$ cat config.mk
export PLATFORM = sky130hd
export DESIGN_NAME = start_done_seq
export DESIGN_NICKNAME = d
export VERILOG_FILES = /design/src/rtl/start_done_seq.sv
export SDC_FILE = /design/constraint.sdc
export NUM_CORES = 1
export LEC_CHECK = 0
export ABC_AREA = 1
export BUFFER_PORTS_ARGS = -buffer_cell sky130_fd_sc_hd__buf_2
export CORE_MARGIN = 2
export CORE_UTILIZATION = 50
export DETAILED_ROUTE_END_ITERATION = 12
export GPL_TIMING_DRIVEN = 0
export PLACE_DENSITY = 0.76
export SKIP_CTS_REPAIR_TIMING = 1
export SYNTH_ARGS = -nofsm -noshare
export SYNTH_HDL_FRONTEND = slang
export SYNTH_SLANG_ARGS = --single-unit
$ cat constraint.sdc
create_clock -name clk -period 1.3 [get_ports clk]
set_input_delay 0.195 -clock clk [delete_from_list [all_inputs] [get_ports clk]]
set_output_delay 0.195 -clock clk [all_outputs]
set_load 0.02 [all_outputs]
$ cat src/rtl/start_done_seq.sv
// rtl/start_done_seq.sv - start-to-done stimulus sequencer: one a/b/done run per rising edge of start
// Optional START_DONE_SEQ_ASSERT_EN embeds concurrent checks of the run shape.
module start_done_seq #(
  parameter int A_LEN    = 2,
  parameter int B_OFF    = 1,
  parameter int B_LEN    = 2,
  parameter int DONE_GAP = 1
) (
  input  logic       clk,
  input  logic       rst,
  input  logic       start,
  output logic       a,
  output logic       b,
  output logic       done,
  output logic       busy,
  output logic       start_drop,
  output logic [7:0] run_cnt
);

  localparam int AB_END = (A_LEN > B_OFF + B_LEN) ? A_LEN : (B_OFF + B_LEN);
  localparam int T      = AB_END + DONE_GAP;
  localparam int CW     = $clog2(T + 1);

  localparam logic [CW-1:0] CNT_ONE  = CW'(1);
  localparam logic [CW-1:0] CNT_LAST = CW'(T - 1);
  localparam logic [CW-1:0] A_HI     = CW'(A_LEN);
  localparam logic [CW-1:0] B_LO     = CW'(1 + B_OFF);
  localparam logic [CW-1:0] B_HI     = CW'(B_OFF + B_LEN);

  localparam logic [1:0] IDLE = 2'd0;
  localparam logic [1:0] RUN  = 2'd1;
  localparam logic [1:0] DONE = 2'd2;

  logic [1:0]    state;
  logic [1:0]    state_nxt;
  logic [CW-1:0] cnt;
  logic [CW-1:0] cnt_nxt;
  logic          start_q;
  logic          rise;
  logic          in_run;
  logic          a_nxt;
  logic          b_nxt;
  logic          drop_nxt;

  assign rise = start & ~start_q;

  always_comb begin
    state_nxt = state;
    cnt_nxt   = cnt;
    case (state)
      IDLE: begin
        if (rise) begin
          state_nxt = RUN;
          cnt_nxt   = CNT_ONE;
        end
      end
      RUN: begin
        cnt_nxt = cnt + CNT_ONE;
        if (cnt == CNT_LAST) begin
          state_nxt = DONE;
        end
      end
      DONE: begin
        state_nxt = IDLE;
        cnt_nxt   = '0;
      end
      default: begin
        state_nxt = IDLE;
        cnt_nxt   = '0;
      end
    endcase
  end

  // Outputs are decoded from next-state values so they line up with cnt one cycle after the rise.
  assign in_run   = (state_nxt == RUN);
  assign a_nxt    = in_run && (cnt_nxt <= A_HI);
  assign b_nxt    = in_run && (cnt_nxt >= B_LO) && (cnt_nxt <= B_HI);
  assign drop_nxt = rise && (state != IDLE);

  always_ff @(posedge clk) begin
    if (rst) begin
      state      <= IDLE;
      cnt        <= '0;
      start_q    <= 1'b0;
      a          <= 1'b0;
      b          <= 1'b0;
      done       <= 1'b0;
      busy       <= 1'b0;
      start_drop <= 1'b0;
      run_cnt    <= 8'd0;
    end else begin
      state      <= state_nxt;
      cnt        <= cnt_nxt;
      start_q    <= start;
      a          <= a_nxt;
      b          <= b_nxt;
      done       <= (state_nxt == DONE);
      busy       <= (state_nxt != IDLE);
      start_drop <= drop_nxt;
      if ((state == DONE) && (run_cnt != 8'hFF)) begin
        run_cnt <= run_cnt + 8'd1;
      end
    end
  end

`ifdef START_DONE_SEQ_ASSERT_EN
  ap_a_len: assert property (@(posedge clk) disable iff (rst)
    rise && !busy |=> a [* A_LEN])
    $info("ap_a_len ok"); else $error("ap_a_len violated");

  ap_b_len: assert property (@(posedge clk) disable iff (rst)
    rise && !busy |-> ##(1 + B_OFF) b [* B_LEN])
    $info("ap_b_len ok"); else $error("ap_b_len violated");

  ap_done: assert property (@(posedge clk) disable iff (rst)
    rise && !busy |-> ##T done ##1 !done)
    $info("ap_done ok"); else $error("ap_done violated");

  ap_done_busy: assert property (@(posedge clk) disable iff (rst)
    done |-> busy)
    $info("ap_done_busy ok"); else $error("ap_done_busy violated");
`else
`endif

endmodule

==> key figures <==
Placed design
  • Detailed placer's ending HPWL: 1170 um
  • Routability cong.: 0.817
  • Worst slack at placement: 0.0453 ns
  • Port-buffer cells: 15
  • Number of instances in the placed design: 165

Clocking
  • CTS H-tree depth: 1
  • TritonCTS clock tree: yes
  • Number of buffers created by CTS: 3
  • Maximum count of clock buffers along a single path: 2
  • Clock Pin Slew Worst Setup and Hold Paths: 0.10 ns
  • TritonCTS Sinks: 19
  • Clk_lat worst skew: 0.29 ns
  • Clock tree root driver cell: clkbuf_4

Cells and area
  • Post-route insts no fill: 172
  • Layout-stage area growth over the synthesis result: 21.4%
  • Number of fillers in the final layout: 164
  • Antenna cells: 0
  • Fraction of final layout cells sized beyond drive strength 1: 26.5%
  • Layout net count: 154

Setup path
  • Worst endpoint required time: 1.50 ns
  • Category of the worst setup path capture point: flop
  • Crit Path Category: reg2reg
  • Maximum fanout encountered on the critical timing path: 5
  • Arrival time reported for the critical path endpoint: 1.44 ns
  • Nature of the critical path startpoint: flop

Global routing
  • Wire length of the first global-routing pass: 2380 um
  • Antenna violations before repair: 0
  • Vias in the first global route: 628
  • Pin count of the biggest net entering global routing: 11
  • Tot GR Track Use: 15.9%
  • Aggregate global routing overflow: 0

Die
  • Overall die area: 2130 um2
  • Die Y: 46.2 um
  • Horiz. Die Dim: 46.2 um
  • Count of pins on the block boundary: 16
  • Row Count: 15
  • Starting Density: 52.1%
  • CORE AREA: 1710 um2

Yosys
  • Post-synthesis sequential area ratio: 42.8%
  • Asr flop ratio synth: 0%
  • Post-synthesis cell type count: 19
  • Area share of the leading cell type in the synthesized netlist: 42.8%
  • Top cells by instance count after synthesis: nand2_1 (29), inv_1 (20), dfxtp_1 (19), nor2_1 (18), nand3_1 (9)
  • Post-Synthesis Mean Instance Area: 7.12 um2
  • Post-synthesis cell type with the largest combined area: dfxtp_1
  • Leading cell type by number of instances after synthesis: nand2_1
  • EDFF count, synth: 0
  • Netlist Area Pre-Place: 890 um2
  • Top area cells in the synthesized netlist: dfxtp_1 (43%), nand2_1 (12%), inv_1 (8.4%), nor2_1 (7.6%), nand3_1 (5.1%)
  • Synth Net Count: 131
  • Synthesized netlist cell count: 125
  • Post-synth top flop: dfxtp_1
  • Register bit total from synthesis: 19
  • Count of synthesis-stage warnings from yosys: 0

Route
  • Number of design-rule violations left by the first detailed-router iteration: 5
  • Via density per instance: 4.56
  • Via count of the routed design: 785
  • Antenna violation net count after detailed routing: 0
  • # DRC: 0
  • Final routed wire length divided by cell count: 9.55 um
  • TritonRoute pass-1 iters: 4
  • Final WL: 1640 um

Timing
  • Hold violation count in the final report: 0
  • Final period demand of the worst path: 1.24 ns
  • Number of pins exceeding their max-slew limit in the final report: 0
  • Post-Route Hold Slack: 0.106 ns
  • Final count of negative-setup-slack endpoints: 0
  • Max-slew headroom at the worst pin: 69.3%
  • Unrepaired setup endpoints after global routing: yes
  • F_max: 805 MHz
  • Final critical-path share of the clock period: 95.5%
  • Final WS setup: 0.0582 ns
  • Final worst clock skew: 0.000765 ns
  • Final TNS setup: 0 ns
  • Slew @ Worst Pin: 0.461 ns

Run
  • Max-cap viol count: 0

Power and ir drop
  • Worst IR drop on VDD: 0.775 mV
  • Pleak: 0.520 nW
  • Pwr/cell area: 907 nW/um2

Outcome
  • Status: complete, no violations

Min path
  • Worst hold path type: in2reg
-- layout by cell type, fill, tap and decap left out, types with 2 or more instances in the layout --
cell type,count
clkbuf_1,2
nor2_4,2
nand2_4,2
dfxtp_4,2
nor2_1,17
buf_4,3
nor2_2,4
nand2_2,2
ha_1,2
buf_2,15
nor3_1,2
nand4_1,3
nand3_1,8
clkbuf_4,3
inv_1,20
a21oi_1,5
dfxtp_1,16
a21oi_2,2
nand2_1,29
-- flip-flops by register name (all words and copies together), names as in the netlist --
register	cells
cnt	3
start_drop	1
a	1
run_cnt	8
busy	1
done	1
state	2
start_q	1
b	1
-- cell type report --
class / count / area (um2) / share of cell area, %
buffer: 2 / 11.3 / 1.04
inverter: 21 / 78.8 / 7.30
sequential: 19 / 389 / 36.0
tap: 25 / 31.3 / 2.90
timing repair buffer: 17 / 90.1 / 8.34
clock buffer: 4 / 26.3 / 2.43
multi-input combinational: 84 / 453 / 41.9
-- power breakdown --
part	internal, W	switching [W]	total [W]	leakage (nW)
clock	0.000119	0.000169	0.000288	0.0150
sequential	0.000596	0.00000851	0.000604	0.156
combinational	0.0000290	0.0000583	0.0000873	0.349
-- cell families (layout without fill, tap and decap cells) --
kind of cell / after synthesis / count (layout) / synth area share [%]
XOR/XNOR: 1 / 1 / 0.985
AO/OA/AOI/OAI: 9 / 9 / 5.06
buffers and inverters: 23 / 44 / 10.1
adder cells (fa/ha/maj): 3 / 3 / 4.22
flip-flops: 19 / 19 / 42.8
AND/OR/NAND/NOR: 70 / 71 / 36.8
-- path summary, 6_finish.rpt --
| path | startpoint | end | slack, ns | cells after the start |
|---|---|---|---|---|
| setup / recovery | run_cnt[0] | run_cnt[7] | 0.06 | 8 |
| hold / removal | start | start_q | 0.11 | 3 |
| setup reg to reg | run_cnt[0] | run_cnt[7] | 0.06 | 8 |
| hold reg to reg | run_cnt[0] | run_cnt[0] | 0.53 | 2 |
-- worst max-delay path, stage by stage (launching register included) --
cell and delay (ns):
dfxtp_4 0.39, ha_4 0.14, nand2_2 0.08, nor2_4 0.18
nand2_4 0.10, nand2_4 0.09, nor2_1 0.04, nor2_1 0.08
nor2_1 0.05
-- metal layers --
metal / vias up / global-route usage, % / routed length, um
met5: - / 0 / 0
met4: 0 / 8.57 / 30
met3: 5 / 3.53 / 38
met2: 9 / 28.6 / 812
met1: 342 / 16.9 / 762
li1: 429 / - / -
-- metrics by stage --
| stage | instance area, um2 | total power, W | util, % |
|---|---|---|---|
| 6_report | 1080 | 0.000979 | 63.2 |
| 5_1_grt | 1080 | 0.00104 | 63.2 |
| 4_1_cts | 1020 | 0.000991 | 60.0 |
| 3_5_place_dp | 998 | 0.000704 | 58.5 |
| 3_3_place_gp | 998 | 0.000702 | 58.5 |
| 2_1_floorplan | 892 | 0.000680 | - |
No activity file was read; power rests on OpenSTA's default activity.
